$ cat config.mk
export PLATFORM = sky130hd
export DESIGN_NAME = uart_tx_arbiter_flat
export DESIGN_NICKNAME = d
export VERILOG_FILES = /design/src/rtl/uart_tx_arbiter_if.sv /design/src/rtl/uart_tx_arbiter.sv /design/src/flat_wrapper.sv
export SDC_FILE = /design/constraint.sdc
export NUM_CORES = 1
export LEC_CHECK = 0
export CAP_MARGIN = 20
export CELL_PAD_IN_SITES_DETAIL_PLACEMENT = 1
export CELL_PAD_IN_SITES_GLOBAL_PLACEMENT = 1
export CORE_MARGIN = 2
export CORE_UTILIZATION = 45
export CTS_CLUSTER_SIZE = 12
export DETAILED_ROUTE_END_ITERATION = 16
export DONT_BUFFER_PORTS = 1
export PLACE_DENSITY_LB_ADDON = 0.12
export REMOVE_ABC_BUFFERS = 1
export SYNTH_ARGS = -nofsm -noshare
export SYNTH_HDL_FRONTEND = slang
export SYNTH_SLANG_ARGS = --single-unit
export TNS_END_PERCENT = 30
$ cat constraint.sdc
create_clock -name Clock -period 2.35 [get_ports Clock]
set_clock_uncertainty 0.15 [all_clocks]
set_input_delay 0.235 -clock Clock [delete_from_list [all_inputs] [get_ports Clock]]
set_output_delay 0.235 -clock Clock [all_outputs]
set_load 0.1 [all_outputs]
$ cat src/rtl/uart_tx_arbiter_if.sv
// Requester and UART-transmitter signals of the UART transmit arbiter.
// The arbiter uses the master modport; the requesters and the UART use slave.
interface uart_tx_arbiter_if;
  // Handshake: Req[i] is held high, with Req_Data[8i+7:8i] stable, until a
  // one-cycle Ack[i] pulse. Ack[i] rises together with ld_Tx_Data, when
  // Tx_Data already holds the accepted byte. Grant names the owner for the
  // whole frame. Tx_Empty is the UART's holding-register-empty flag.
  logic [3:0]  Req;
  logic [31:0] Req_Data;
  logic [3:0]  Ack;
  logic [3:0]  Grant;
  logic        ld_Tx_Data;
  logic [7:0]  Tx_Data;
  logic        Tx_Enable;
  logic        Tx_Empty;

  modport master (
    input  Req, Req_Data, Tx_Empty,
    output Ack, Grant, ld_Tx_Data, Tx_Data, Tx_Enable
  );

  modport slave (
    output Req, Req_Data, Tx_Empty,
    input  Ack, Grant, ld_Tx_Data, Tx_Data, Tx_Enable
  );
endinterface

$ cat src/rtl/uart_tx_arbiter.sv
// Round-robin arbiter that feeds bytes from four requesters into a single UART
// transmitter, with load-failure detection, inter-frame gap and frame counting.
module uart_tx_arbiter #(
  parameter int unsigned GAP_CYCLES = 2
) (
  input  logic              Clock,
  input  logic              Reset,
  input  logic              Enable,
  uart_tx_arbiter_if.master bus,
  output logic              Busy,
  output logic              Load_Err,
  output logic [15:0]       Frame_Count,
  output logic [2:0]        Dbg_State
);

  typedef enum logic [2:0] {
    IDLE      = 3'd0,
    LOAD      = 3'd1,
    WAIT_BUSY = 3'd2,
    WAIT_DONE = 3'd3,
    GAP       = 3'd4
  } state_t;

  localparam logic [3:0] GAP_LOAD = 4'(GAP_CYCLES);

  state_t      state, state_n;
  logic [1:0]  last, last_n;
  logic [3:0]  grant, grant_n;
  logic [7:0]  tx_data, tx_data_n;
  logic        load_err, load_err_n;
  logic [15:0] frame_cnt, frame_cnt_n;
  logic [3:0]  gap_cnt, gap_cnt_n;
  logic        wb_seen, wb_seen_n;

  logic        win_valid;
  logic [1:0]  win_idx;
  logic [1:0]  cand;

  // Scan from lowest to highest priority so the highest-priority hit is kept.
  always_comb begin
    win_valid = 1'b0;
    win_idx   = last;
    cand      = last;
    for (int k = 4; k >= 1; k--) begin
      cand = last + 2'(k);
      if (bus.Req[cand]) begin
        win_valid = 1'b1;
        win_idx   = cand;
      end
    end
  end

  always_ff @(posedge Clock) begin
    if (Reset) begin
      state     <= IDLE;
      last      <= 2'd3;
      grant     <= 4'd0;
      tx_data   <= 8'h00;
      load_err  <= 1'b0;
      frame_cnt <= 16'h0000;
      gap_cnt   <= 4'd0;
      wb_seen   <= 1'b0;
    end else begin
      state     <= state_n;
      last      <= last_n;
      grant     <= grant_n;
      tx_data   <= tx_data_n;
      load_err  <= load_err_n;
      frame_cnt <= frame_cnt_n;
      gap_cnt   <= gap_cnt_n;
      wb_seen   <= wb_seen_n;
    end
  end

  always_comb begin
    state_n     = state;
    last_n      = last;
    grant_n     = grant;
    tx_data_n   = tx_data;
    load_err_n  = load_err;
    frame_cnt_n = frame_cnt;
    gap_cnt_n   = gap_cnt;
    wb_seen_n   = wb_seen;
    case (state)
      IDLE: begin
        if (Enable && bus.Tx_Empty && win_valid) begin
          state_n   = LOAD;
          last_n    = win_idx;
          grant_n   = 4'b0001 << win_idx;
          tx_data_n = bus.Req_Data[8*win_idx +: 8];
        end
      end
      LOAD: begin
        state_n   = WAIT_BUSY;
        wb_seen_n = 1'b0;
      end
      WAIT_BUSY: begin
        // Two empty samples in a row mean the UART never took the byte.
        if (!bus.Tx_Empty) begin
          state_n = WAIT_DONE;
        end else if (wb_seen) begin
          state_n    = IDLE;
          load_err_n = 1'b1;
          grant_n    = 4'd0;
        end else begin
          wb_seen_n = 1'b1;
        end
      end
      WAIT_DONE: begin
        if (bus.Tx_Empty) begin
          frame_cnt_n = frame_cnt + 16'd1;
          grant_n     = 4'd0;
          gap_cnt_n   = GAP_LOAD;
          state_n     = (GAP_LOAD == 4'd0) ? IDLE : GAP;
        end
      end
      GAP: begin
        if (gap_cnt <= 4'd1) begin
          state_n   = IDLE;
          gap_cnt_n = 4'd0;
        end else begin
          gap_cnt_n = gap_cnt - 4'd1;
        end
      end
      default: state_n = IDLE;
    endcase
  end

  // Outputs decode flops only, so Req and Tx_Empty never reach them combinationally.
  assign bus.ld_Tx_Data = (state == LOAD);
  assign bus.Ack        = (state == LOAD) ? grant : 4'd0;
  assign bus.Grant      = grant;
  assign bus.Tx_Data    = tx_data;
  assign bus.Tx_Enable  = (state == LOAD) || (state == WAIT_BUSY) || (state == WAIT_DONE);
  assign Busy           = (state != IDLE);
  assign Load_Err       = load_err;
  assign Frame_Count    = frame_cnt;
  assign Dbg_State      = state;

endmodule

$ cat src/flat_wrapper.sv
// flat-port wrapper written by rule: the top's interface ports become plain ports
module uart_tx_arbiter_flat 
#(
  parameter int unsigned GAP_CYCLES = 2
)
  (Clock, Reset, Enable, Busy, Load_Err, Frame_Count, Dbg_State, bus_Req, bus_Req_Data, bus_Tx_Empty, bus_Ack, bus_Grant, bus_ld_Tx_Data, bus_Tx_Data, bus_Tx_Enable);
  uart_tx_arbiter_if bus_i ();
  input  logic Clock;
  input  logic Reset;
  input  logic Enable;
  output logic Busy;
  output logic Load_Err;
  output logic [15:0] Frame_Count;
  output logic [2:0] Dbg_State;
  input wire logic [$bits(bus_i.Req)-1:0] bus_Req;
  input wire logic [$bits(bus_i.Req_Data)-1:0] bus_Req_Data;
  input wire logic [$bits(bus_i.Tx_Empty)-1:0] bus_Tx_Empty;
  output wire logic [$bits(bus_i.Ack)-1:0] bus_Ack;
  output wire logic [$bits(bus_i.Grant)-1:0] bus_Grant;
  output wire logic [$bits(bus_i.ld_Tx_Data)-1:0] bus_ld_Tx_Data;
  output wire logic [$bits(bus_i.Tx_Data)-1:0] bus_Tx_Data;
  output wire logic [$bits(bus_i.Tx_Enable)-1:0] bus_Tx_Enable;
  assign bus_i.Req = bus_Req;
  assign bus_i.Req_Data = bus_Req_Data;
  assign bus_i.Tx_Empty = bus_Tx_Empty;
  assign bus_Ack = bus_i.Ack;
  assign bus_Grant = bus_i.Grant;
  assign bus_ld_Tx_Data = bus_i.ld_Tx_Data;
  assign bus_Tx_Data = bus_i.Tx_Data;
  assign bus_Tx_Enable = bus_i.Tx_Enable;
  uart_tx_arbiter #(.GAP_CYCLES(GAP_CYCLES)) u_core (.Clock(Clock), .Reset(Reset), .Enable(Enable), .bus(bus_i), .Busy(Busy), .Load_Err(Load_Err), .Frame_Count(Frame_Count), .Dbg_State(Dbg_State));
endmodule
# --- Yosys cells after proc, flatten, opt, wreduce, memory -nomap -nowiden ---
# Index checks and enable logic that the tools add are counted.
totals:
  regBits: 39
  latch_bits: 0
  ram_bits: 0
  mem_bits_ro: 0
  input_bits: 40
  output_inout_bits: 39
  wordCells: 78
  memories: 0
op_classes:
  add_sub_neg: 5
  mul: 0
  div_mod_pow: 0
  n_lt_le_gt_ge: 5
  n_eq_ne: 10
  shift: 2
  n_mux: 32
  n_bitwise: 0
  reduce_logical: 16
ops:
  columns: ["cell", "n"]
  rows:
  - ["$shiftx A32 B6 Y8", 1]
  - ["$mux W4", 7]
  - ["$add A16 B1 Y16 const B", 1]
  - ["$mux W3", 5]
  - ["$pmux W3 S5", 1]
  - ["$lt A2 B3 Y1 const B", 4]
  - ["$pmux W4 S3", 1]
  - ["$mux W1", 9]
  - ["$bmux W1 S2", 4]
  - ["$pmux W4 S2", 1]
  - ["$reduce_and A2 Y1", 4]
  - ["$eq A3 B2 Y1 const B", 2]
  - ["$mux W2", 3]
  - ["$ne A2 B1 Y1 const B", 3]
  - ["$reduce_bool A3 Y1", 2]
  - ["$reduce_and A5 Y1", 1]
  - ["$add A2 B2 Y2 const B", 2]
  - ["$le A4 B1 Y1 const B", 1]
  - ["$ne A2 B2 Y1 const B", 2]
  - ["$reduce_and A4 Y1", 1]
  - ["$reduce_bool A2 Y1", 2]
  - ["$shl A1 B2 Y4 const A", 1]
  - ["$sub A4 B1 Y4 const B", 1]
  - ["$eq A3 B1 Y1 const B", 1]
  - ["8 further kinds", 10]

# --- Logic depth before layout (Yosys ltp) ---
depth:
  ltp_word: 9
  ltp_mapped: 7
  mapped_depth_nobuf: 7

# --- Least setup slack after synthesis ---
# No wires, ideal clock.
synth_path:
  path_type: "reg2out"
  from: "register u_core.state[0], in the netlist u_core.Dbg_State[0]"
  to: "output bus_Ack[0]"
  arrival_time_ns: 4.463
  t_required_ns: 1.965
  slack_ns: -2.498
  path_stages_with_launch: 5
  path_buffers: 1
  path_cell_list: "dfxtp_1 buf_4 inv_1 nor3_1 and2_1"
synth_via:
  elab_chain_len: 2
synth_rtl:
  columns: ["element", "line_no", "rtl"]
  rows:
  - ["from (decl)", "uart_tx_arbiter.sv:26", "state_t state, state_n;"]
  - ["from (signal assigned)", "uart_tx_arbiter.sv:64", "state <= state_n;"]
  - ["$eq A3 B1 Y1", null, null]
  - ["named net bus_ld_Tx_Data", "flat_wrapper.sv:20", "output wire logic [$bits(bus_i.ld_Tx_Data)-1:0] bus_ld_Tx_Data;"]
  - ["$mux W4", "uart_tx_arbiter.sv:131", "assign bus.Ack = (state == LOAD) ? grant : 4'd0;"]
  - ["to (decl)", "flat_wrapper.sv:18", "output wire logic [$bits(bus_i.Ack)-1:0] bus_Ack;"]
# The timed path passes the listed nets, and every way through them passes these cells.

# --- Worst setup path after layout ---
layout_path:
  from: "register u_core.state[0], in the netlist u_core.Dbg_State[0]"
  to: "output bus_Ack[1]"
layout_via:
  elab_chain_len: 2
layout_rtl:
  columns: ["element", "line_no"]
  rows:
  - ["$eq A3 B1 Y1", "uart_tx_arbiter.sv:131"]
  - ["$mux W4", "uart_tx_arbiter.sv:131"]
# No other way between the ends.

==> out/qor.yml <==
sta:
  hold_ws_ps: 74.5
  drv_slew: 0
  finalSetupViolations: 0
  slew_headroom_pct: 61.5
  setup_tns_ps: 0
  min_period_ps: 2180
  hold_viol_final: 0
  rsz0062_at_grt: "no"
  max_freq_mhz: 458
  finalCritPeriodShare_pct: 92.9
  worstMarginPinSlew_ps: 570
global_routing:
  grt_pass1_vias: 2026
  gr-usage-all-layers_pct: 23.3
  grt_pass1_wl_microns: 9890
  grt_antenna_before_repair: 0
  grt-ovfl-total: 0
  grt_max_degree: 40
setup_path:
  arrival_ps: 1800
  timing.reg2reg.setup_slack_ps: 340
  crit_fanout: 9
  slowest_delay_ps: 540
  crit_path_cell_trace: "inv_1, nor3_4, and2_1, buf_12"
  cp_num_buf_inv: 2
  critical_path_required_ps: 1970
  crit_type: "reg2out"
  endpoint_kind: "output port"
  worstSetupStartpointType: "flip-flop"
  r2r_cells: 5
  rr_endpoint: "u_core.bus.Tx_Data[4]"
  cpLargestDelayFamily: "simple AND/OR/NAND/NOR gates"
  timing.rr.start: "u_core.last[0]"
  cp_slowest_cell: "dfxtp_1"
hold_path:
  holdPathStages: 2
  hp-class: "in2reg"
  hold_end: "u_core.Frame_Count[1]"
  hp-start: "Reset"
drt:
  drt_pass1_iterations: 4
  drt_iter0_drc: 78
  drc: 0
  num_vias: 2128
  viasPerCell: 5.78
  wirelength_microns: 6240
  ant_nets: 0
  post_drt_wl_per_cell_microns: 17.0
floorplan:
  die_h_microns: 74.3
  core_sq_um: 4750
  die-area_sq_um: 5520
  start_util_pct: 46.8
  io_pins: 79
  die_w_microns: 74.3
  rows: 25
flow_run:
  drv_cap: 0
yosys:
  yosysWarnings: 0
  ys_ff_latch: 39
  yosys-top-cells-area: "dfxtp_1 (35%), nor2_1 (6.4%), a22oi_1 (4.0%), o21ai_0 (3.6%), a311oi_1 (3.5%)"
  ys_seq_area_share_pct: 35.1
  yosysTopAreaCellShare_pct: 35.1
  synthTopCellsByCount: "dfxtp_1 (39), nor2_1 (38), o21ai_0 (16)"
  ys.flop_type: "dfxtp_1"
  synth.avg_cell_area_sq_um: 8.37
  yosysMostFrequentCell: "dfxtp_1"
  syn_area_sq_um: 2230
  synth_edf_count: 0
  synthCells: 266
  ys_async_sr_fraction_pct: 0
  yosys.area.top_type: "dfxtp_1"
  synth_cell_types: 53
clock_network:
  numCtsBuffers: 5
  path_clk_slew_ps: 80
  cts_sinks: 39
  clockRootBuffer: "clkbuf_8"
  cts-htree-levels: 2
  cts_buffer_depth: 2
  clk_latency_ps: 290
  cts_tree: "yes"
layout:
  area_growth_pct: 24.1
  antenna_cells: 0
  drive_above_1_share_pct: 21.6
  nets: 343
  finalNonFillerCells: 368
place:
  dp.cells: 358
  place_hpwl_microns: 4520
  port_buffers: 0
  gp_congestion: 0.786
pwr:
  leakagePower_nw: 1.09
  p_per_area_nw_per_um2: 618
  peakVddDrop_mv: 0.361
run_status:
  status: "completed"
[cell usage in the layout (no fill, tap or decap), drive strengths merged, types with 2 or more instances in the layout]
cell    instances
dfxtp          39
a22oi          12
ha              3
buf            41
nand2b          2
xor2            4
and3           12
nor4            2
nor2           41
a21oi          11
a32oi           2
nand3           3
and2            5
a211o           3
or3             3
a311oi          9
a21boi          8
nand4           4
nand3b          2
xnor2           8
nand2          14
clkbuf          6
inv            11
nor3           11
a31oi           2
o21ai          20
nor2b           5
[metal layers]
layer	GRT usage, %	vias up	share of wire [%]
met4	7.34	0	1.2
met1	28.2	1018	44
li1	-	1034	-
met5	0	-	0
met2	40.5	69	50
met3	6.37	7	5.4
[cell type report]
| class | count | area [sq um] |
|---|---|---|
| clock buffer | 6 | 82.6 |
| inverter | 11 | 41.3 |
| sequential | 39 | 781 |
| clock inverter | 2 | 35.0 |
| tap | 67 | 83.8 |
| fill | 584 | 1990 |
| timing repair buffer | 42 | 413 |
| multi-input combinational | 201 | 1330 |
[cells by family after synthesis]
| group | Yosys count | share of synthesized area (%) |
|---|---|---|
| adders and majority gates | 3 | 1.69 |
| xor gates and xnor gates | 12 | 4.72 |
| AOI/OAI and AO/OA | 77 | 25.0 |
| and+or+nand+nor | 109 | 27.5 |
| DFF | 39 | 35.1 |
| buffers and inverters | 26 | 5.96 |
[how the worst max path moves through the flow]
| stage | startpoint | slack, ps | cells after the start | endpoint |
|---|---|---|---|---|
| floorplan | u_core.Dbg_State[0] | -2530 | 3 | bus_Ack[0] |
| global placement | u_core.last[1] | 390 | 4 | u_core.bus.Tx_Data[7] |
| detailed placement | u_core.Dbg_State[0] | 360 | 4 | bus_Ack[1] |
| CTS | u_core.Dbg_State[0] | 40 | 4 | bus_Ack[1] |
| global route | u_core.Dbg_State[0] | 50 | 4 | bus_Ack[1] |
| finish | u_core.Dbg_State[0] | 170 | 4 | bus_Ack[1] |
[metrics by stage]
step / cell area, sq um / util, % / setup WS [ps] / total power, mW
5_1_grt: 2760 / 58.1 / 52.7 / 1.77
3_5_place_dp: 2610 / 54.9 / 362 / 1.11
6_report: 2760 / 58.1 / 167 / 1.71
4_1_cts: 2760 / 58.0 / 42.4 / 1.71
2_1_floorplan: 2130 / - / -2530 / 1.02
3_3_place_gp: 2610 / 54.9 / 393 / 1.10
[state kept, by name (all words and copies together), names as in the netlist]
register            count
u_core.wb_seen          1
u_core.last             2
u_core.bus.Grant        4
u_core.Dbg_State        3
u_core.gap_cnt          4
u_core.Load_Err         1
u_core.Frame_Count     16
u_core.bus.Tx_Data      8
[repair_timing]
item	in CTS	in global routing
hold endpoints to repair	39	0
setup endpoints to repair	0	4
setup buffers	0	0
resized for setup	0	1
hold buffers	2	0
[power breakdown]
group          internal, mW  switching, mW  total (mW)
Sequential            0.681         0.0237       0.704
Combinational         0.118          0.289       0.407
Clock                 0.344          0.252       0.596
Power figures use the tool's default switching activity.
